$ cat src/rtl/rf_wb_scheduler_pkg.sv
// Shared constants, source-select encoding and helpers for the register-file
// writeback scheduler.
package rf_wb_scheduler_pkg;

    localparam int ADDR_W   = 4;
    localparam int DATA_W   = 16;
    localparam int NUM_REGS = 2 ** ADDR_W;

    typedef enum logic {
        SRC_ALU = 1'b0,
        SRC_MEM = 1'b1
    } src_sel_e;

    function automatic logic [NUM_REGS-1:0] reg_onehot(input logic [ADDR_W-1:0] idx);
        return NUM_REGS'(1'b1) << idx;
    endfunction

endpackage

$ cat src/rtl/rf_wb_scheduler_rr_arbiter2.sv
// Two-way round-robin arbiter between the ALU and load writeback sources.
// A contested cycle goes to whichever source did not win the previous grant.
module rr_arbiter2
    import rf_wb_scheduler_pkg::*;
(
    input  logic clk,
    input  logic rst,
    input  logic alu_valid,
    input  logic mem_valid,
    output logic alu_grant,
    output logic mem_grant
);

    src_sel_e last_r;

    // Grant selection from the requests and the last winner
    always_comb begin
        alu_grant = alu_valid & (~mem_valid | (last_r == SRC_MEM));
        mem_grant = mem_valid & (~alu_valid | (last_r == SRC_ALU));
    end

    // Last-winner register; moves only when a grant is actually made
    always_ff @(posedge clk or posedge rst) begin
        if (rst) begin
            last_r <= SRC_MEM;
        end else if (alu_grant) begin
            last_r <= SRC_ALU;
        end else if (mem_grant) begin
            last_r <= SRC_MEM;
        end else begin
            last_r <= last_r;
        end
    end

endmodule

$ cat src/rtl/rf_wb_scheduler.sv
// Register-file write-port scheduler: busy scoreboard for RAW/WAW stalls,
// ALU/load writeback arbitration and a registered write stage.
module rf_wb_scheduler
    import rf_wb_scheduler_pkg::*;
(
    input  logic                clk,
    input  logic                rst,
    input  logic                issue_valid,
    output logic                issue_ready,
    input  logic [ADDR_W-1:0]   issue_src1,
    input  logic [ADDR_W-1:0]   issue_src2,
    input  logic                issue_has_dest,
    input  logic [ADDR_W-1:0]   issue_dest,
    input  logic                alu_wb_valid,
    output logic                alu_wb_ready,
    input  logic [ADDR_W-1:0]   alu_wb_dest,
    input  logic [DATA_W-1:0]   alu_wb_data,
    input  logic                mem_wb_valid,
    output logic                mem_wb_ready,
    input  logic [ADDR_W-1:0]   mem_wb_dest,
    input  logic [DATA_W-1:0]   mem_wb_data,
    output logic                rf_wr_en,
    output logic [ADDR_W-1:0]   rf_wr_dest,
    output logic [DATA_W-1:0]   rf_wr_data,
    output logic [NUM_REGS-1:0] busy_mask,
    output logic                wb_err
);

    logic                alu_grant_s;
    logic                mem_grant_s;
    logic                any_grant_s;
    logic [ADDR_W-1:0]   win_dest_s;
    logic [DATA_W-1:0]   win_data_s;
    logic                issue_fire_s;
    logic [NUM_REGS-1:0] set_mask_s;
    logic [NUM_REGS-1:0] clr_mask_s;
    logic [NUM_REGS-1:0] busy_next_s;

    logic [NUM_REGS-1:0] busy_r;
    logic                rf_wr_en_r;
    logic [ADDR_W-1:0]   rf_wr_dest_r;
    logic [DATA_W-1:0]   rf_wr_data_r;
    logic                wb_err_r;

    rr_arbiter2 u_arb (
        .clk       (clk),
        .rst       (rst),
        .alu_valid (alu_wb_valid),
        .mem_valid (mem_wb_valid),
        .alu_grant (alu_grant_s),
        .mem_grant (mem_grant_s)
    );

    // Hazard check uses only registered busy bits, so a clearing bit still stalls
    always_comb begin
        issue_ready  = ~(busy_r[issue_src1] | busy_r[issue_src2] |
                         (issue_has_dest & busy_r[issue_dest]));
        issue_fire_s = issue_valid & issue_ready;
    end

    // Winner mux and ready handshakes
    always_comb begin
        any_grant_s  = alu_grant_s | mem_grant_s;
        alu_wb_ready = alu_grant_s;
        mem_wb_ready = mem_grant_s;
        if (mem_grant_s) begin
            win_dest_s = mem_wb_dest;
            win_data_s = mem_wb_data;
        end else begin
            win_dest_s = alu_wb_dest;
            win_data_s = alu_wb_data;
        end
    end

    // Scoreboard update: set is applied after clear so a same-index set wins
    always_comb begin
        if (rf_wr_en_r) begin
            clr_mask_s = reg_onehot(rf_wr_dest_r);
        end else begin
            clr_mask_s = '0;
        end
        if (issue_fire_s & issue_has_dest) begin
            set_mask_s = reg_onehot(issue_dest);
        end else begin
            set_mask_s = '0;
        end
        busy_next_s = (busy_r & ~clr_mask_s) | set_mask_s;
    end

    // Scoreboard, write stage and sticky error state
    always_ff @(posedge clk or posedge rst) begin
        if (rst) begin
            busy_r       <= '0;
            rf_wr_en_r   <= 1'b0;
            rf_wr_dest_r <= '0;
            rf_wr_data_r <= '0;
            wb_err_r     <= 1'b0;
        end else begin
            busy_r     <= busy_next_s;
            rf_wr_en_r <= any_grant_s;
            if (any_grant_s) begin
                rf_wr_dest_r <= win_dest_s;
                rf_wr_data_r <= win_data_s;
            end else begin
                rf_wr_dest_r <= rf_wr_dest_r;
                rf_wr_data_r <= rf_wr_data_r;
            end
            if (any_grant_s & ~busy_r[win_dest_s]) begin
                wb_err_r <= 1'b1;
            end else begin
                wb_err_r <= wb_err_r;
            end
        end
    end

    assign rf_wr_en   = rf_wr_en_r;
    assign rf_wr_dest = rf_wr_dest_r;
    assign rf_wr_data = rf_wr_data_r;
    assign busy_mask  = busy_r;
    assign wb_err     = wb_err_r;

endmodule

$ cat config.mk
export PLATFORM = sky130hd
export DESIGN_NAME = rf_wb_scheduler
export DESIGN_NICKNAME = d
export VERILOG_FILES = /design/src/rtl/rf_wb_scheduler_pkg.sv /design/src/rtl/rf_wb_scheduler_rr_arbiter2.sv /design/src/rtl/rf_wb_scheduler.sv
export SDC_FILE = /design/constraint.sdc
export NUM_CORES = 1
export LEC_CHECK = 0
export BUFFER_PORTS_ARGS = -buffer_cell sky130_fd_sc_hd__clkbuf_2
export CAP_MARGIN = 15
export CORE_MARGIN = 3
export CORE_UTILIZATION = 30
export DETAILED_ROUTE_END_ITERATION = 12
export PLACE_DENSITY = 0.56
export SYNTH_ARGS = -nofsm -noshare
export SYNTH_HDL_FRONTEND = slang
export SYNTH_SLANG_ARGS = --single-unit
export TNS_END_PERCENT = 5
$ cat constraint.sdc
create_clock -name clk -period 6.5 [get_ports clk]
set_clock_uncertainty 0.05 [all_clocks]
set_input_delay 0.975 -clock clk [delete_from_list [all_inputs] [get_ports clk]]
set_output_delay 0.975 -clock clk [all_outputs]
set_load 0.01 [all_outputs]
; ---- Word level (Yosys, flattened, before mapping)
; Index checks and enable logic that the tools add are counted.
[word_totals]
regBits = 39
latchBits = 0
ramBits = 0
romBits = 0
in_bits = 58
out_inout_bits = 41
word_cells = 46
n_memories = 0
[op_classes]
add_sub_neg = 0
n_mul = 0
div = 0
n_lt_le_gt_ge = 4
eq_ne = 0
shift = 2
mux = 14
n_bitwise = 19
n_reduce_logical = 1
[ops]
columns = op, n
row1 = 16-bit 2-to-1 mux, 3
row2 = 1-bit by 4-bit left shift with 16-bit output (first input constant), 2
row3 = 4-bit by 5-bit less-than comparator with 1-bit output (second input constant), 4
row4 = 16-bit AND, 1
row5 = 1-bit binary-select mux with 4-bit select, 4
row6 = 16-bit NOT, 1
row7 = 16-bit OR, 1
row8 = 1-bit AND, 6
row9 = 1-bit 2-to-1 mux, 6
row10 = 1-bit NOT, 5
row11 = 1-bit OR, 5
row12 = 4-bit 2-to-1 mux, 1
row13 = 2-bit nonzero test, 1

; ---- Depth between registers and ports, before layout
[logic_depth]
ltp_word = 9
mapped_depth = 7
mapped_depth_nobuf = 7

; ---- Modules after synthesis
; Synthesis repeated with hierarchy kept, for this count alone.
[unflattened]
cells_unflattened = 250
area_unflattened_um2 = 2546.2
[by_module_without_submodules]
columns = module, instances, cells_each, area_each_um2, seq_area_each_um2
row1 = rf_wb_scheduler, 1, 243, 2488.6, 950.9
row2 = rr_arbiter2, 1, 7, 57.6, 26.3

; ---- Worst setup path after synthesis
; OpenSTA, ideal clock, no wires.
[synth_timing]
kind = input port to output port
from = in issue_src1[0]
to = out issue_ready
arrival_time_ps = 2476
t_required_ps = 5475
path_slack_ps = 2999
stages = 4
path_buffers = 0
path_cell_list = mux4_1 mux4_2 or2_4 a31oi_1
[synth_via]
elab_chain_cells = 5
[synth_rtl]
columns = element, line
row1 = start: declaration, rf_wb_scheduler.sv:10  ; input logic [ADDR_W-1:0] issue_src1,
row2 = 1-bit binary-select mux with 4-bit select, rf_wb_scheduler.sv:56  ; issue_ready = ~(busy_r[issue_src1] | busy_r[issue_src2] |
row3 = 1-bit 2-to-1 mux (not written as such), rf_wb_scheduler.sv:56
row4 = 1-bit OR (2 in a row), rf_wb_scheduler.sv:56
row5 = 1-bit NOT, rf_wb_scheduler.sv:56
row6 = end: declaration, rf_wb_scheduler.sv:9  ; output logic issue_ready,
; Every way passes these cells. The select of a mux whose other input is x is not followed.

; ---- Worst setup path after layout
; Ends and elaborated chain as after synthesis.

==> results.sh <==
export IMPL_clkTransAtPathRegs_ns=0.07
export IMPL_cellPowerDensity_nw_per_um2=319
export IMPL_hpwl_um=5070
export IMPL_max_freq_mhz=264
export IMPL_post_cts_buffers=0
export IMPL_holdWs_ns=0.425
export IMPL_ys_warn_count=0
export IMPL_cts_num_sinks=39
export IMPL_path_cells="clkbuf_2, mux4_1, mux4_2, or2_4, a31oi_1, clkbuf_2"
export IMPL_setup_viol=0
export IMPL_die_area_um2=8530
export IMPL_gr_total_overflow=0
export IMPL_mostFrequentLayoutCells="98 x clkbuf_2, 38 x nor2_1, 38 x dfrtp_1, 17 x o21ai_1, 17 x o21ai_0"
export IMPL_portBuffers=98
export IMPL_cp_required_ns=5.47
export IMPL_layout_area_overhead_vs_synth_pct=30.9
export IMPL_grt_pass1_wl_um=10800
export IMPL_p_leak_nw=1.39
export IMPL_diodes=0
export IMPL_finalHoldViolCount=0
export IMPL_htree_levels=2
export IMPL_place_congestion=0.823
export IMPL_dr_max_layer_used="met4"
export IMPL_dr_wl_met2_um=3240
export IMPL_synthCells=219
export IMPL_dr_pass1_iters=4
export IMPL_arrival_ns=2.76
export IMPL_slew_viol_final=0
export IMPL_synth_edff_count=0
export IMPL_wl_met3_um=471
export IMPL_cts_tree="yes"
export IMPL_fp_row_count=30
export IMPL_groute_usage_overall=0.160
export IMPL_clk_insertion_delay_late_ns=0.28
export IMPL_outcome="complete, no violations"
export IMPL_reg2reg_to="wb_err"
export IMPL_first_iter_violations=143
export IMPL_synth_ff_type="dfrtp_1"
export IMPL_rsz0062_at_grt="no"
export IMPL_routed_wl_um=6730
export IMPL_dieWidth_um=92.4
export IMPL_ys_async_sr_fraction=1.00
export IMPL_ant_nets=0
export IMPL_cts_made_buffers=5
export IMPL_synth_nets=277
export IMPL_power_uw=935
export IMPL_grt_max_degree=40
export IMPL_slowest_delay_ns=0.57
export IMPL_io_pins=99
export IMPL_crit_type="input port to output pin"
export IMPL_ys_seq_area_frac=0.437
export IMPL_cp_top_family="multiplexers"
export IMPL_post_place_ws_ns=2.70
export IMPL_relSlewSlack=0.479
export IMPL_drc_errors=0
export IMPL_ctsResizeCount=0
export IMPL_critPathMaxFanout=4
export IMPL_period_share=0.583
export IMPL_drv_cap=0
export IMPL_grt_pass1_vias=2142
export IMPL_synth_avg_cell_area_um2=10.2
export IMPL_setup_ws_ns=2.71
export IMPL_core_area_um2=7020
export IMPL_dp_cells=406
export IMPL_cpMostUsedCell="clkbuf_2"
export IMPL_crit_start="issue_src1[0]"
export IMPL_chipHeight_um=92.4
export IMPL_root_buffer="clkbuf_8"
export IMPL_fin_tns_setup_ns=0
export IMPL_ys_types=34
export IMPL_synth_seq_cells=39
export IMPL_vias=2105
export IMPL_end_kind="output pin"
export IMPL_r2r_start="u_arb.last_r"
export IMPL_nets=375
export IMPL_syn_area_um2=2240
export IMPL_wirelength_met1_um=2970
export IMPL_drive_above_1_share=0.412
export IMPL_min_delay_path_class="flip-flop to flip-flop"
export IMPL_fillers=732
export IMPL_cts_buffer_depth=2
export IMPL_final_common_cell="clkbuf_2"
export IMPL_instances_no_fill=414
export IMPL_cts_hold_buf=0
export IMPL_period_needed_ns=3.79
export IMPL_ff2ff_path_depth=6
export IMPL_vdd_ir_drop_max_mv=0.127
export IMPL_crit_cells=6
export IMPL_antenna_found_initial=0
export IMPL_setup_worst_path_end="issue_ready"
export IMPL_via_per_inst=5.08
export IMPL_cp_start_kind="input port"
export IMPL_cp_slowest_cell="mux4_1"
export IMPL_tightest_slew_ns=0.766
export IMPL_worst_path_buf_inv=2
export IMPL_initial_utilization=0.319
export IMPL_r2r_slack_ns=3.61
export IMPL_wl_per_cell_um=16.2
-- worst min path at each step --
| stage | startpoint | endpoint | slack, ns | depth (start not counted) |
|---|---|---|---|---|
| after floorplan | u_arb.last_r | u_arb.last_r | 0.44 | 2 |
| after global placement | wb_err | wb_err | 0.41 | 1 |
| after detailed placement | wb_err | wb_err | 0.42 | 1 |
| after CTS | wb_err | wb_err | 0.44 | 1 |
| after global routing | wb_err | wb_err | 0.46 | 1 |
| final | wb_err | wb_err | 0.42 | 1 |
-- logic make-up (layout without fill, tap and decap cells) --
logic type	Yosys count	in the layout	share of synthesized area
AO/OA/AOI/OAI	69	69	0.176
AND/OR/NAND/NOR	69	69	0.154
flip-flops	39	39	0.437
multiplexers	27	27	0.208
buffers and inverters	15	114	0.0257
-- report_power, final --
part | total, mW | switching (mW) | internal, mW
logic | 0.350 | 0.167 | 0.183
registers | 0.410 | 0.107 | 0.303
clock network | 0.175 | 0.0785 | 0.0968
-- cells in the mapped netlist, drive strengths merged (2+ instances only) --
cell    number  area [µm²]
nor2        40         165
dfrtp       38         951
o21ai       34         170
o22ai       16         100
mux4        14         330
mux2i       12         124
a21oi        9        45.0
clkbuf       8        30.0
nand2        7        26.3
inv          6        22.5
nand2b       4        25.0
or2          4        27.5
a31oi        3        18.8
nand3        3        15.0
nor3         3        15.0
nand3b       2        15.0
nand4        2        25.0
nor3b        2        15.0
o31ai        2        15.0
-- worst register-to-register path: stages, from the launching register on --
cell and delay (ns):
dfstp_2 0.57, a21bo_2 0.43, inv_1 0.29, mux2i_2 0.69
mux2_2 0.42, o221ai_1 0.21, a31o_2 0.18
-- routing by layer --
| metal | vias up | track usage |
|---|---|---|
| met3 | 4 | 0.0382 |
| li1 | 1015 | - |
| met1 | 1012 | 0.219 |
| met5 | - | 0 |
| met2 | 74 | 0.254 |
| met4 | 0 | 0.0408 |
-- flip-flops by register name, summed over array words and instances (netlist names) --
name	count
busy_mask	16
rf_wr_data	16
rf_wr_dest	4
rf_wr_en	1
u_arb.last_r	1
wb_err	1
-- area by class of cell --
cell class              count  area, µm²  share of cell area
repair buffers            100        505               0.173
well taps                  96        120              0.0410
multi-input cells         165       1200               0.411
clock buffers               8        100              0.0342
flip-flops and latches     39        977               0.334
inverters                   6       22.5             0.00769
-- metrics by stage --
step	area (µm²)	util
final	2930	0.417
after global routing	2930	0.417
after CTS	2930	0.417
after detailed placement	2830	0.403
after global placement	2830	0.403
after floorplan	2240	-
Power figures use the tool's default switching activity.
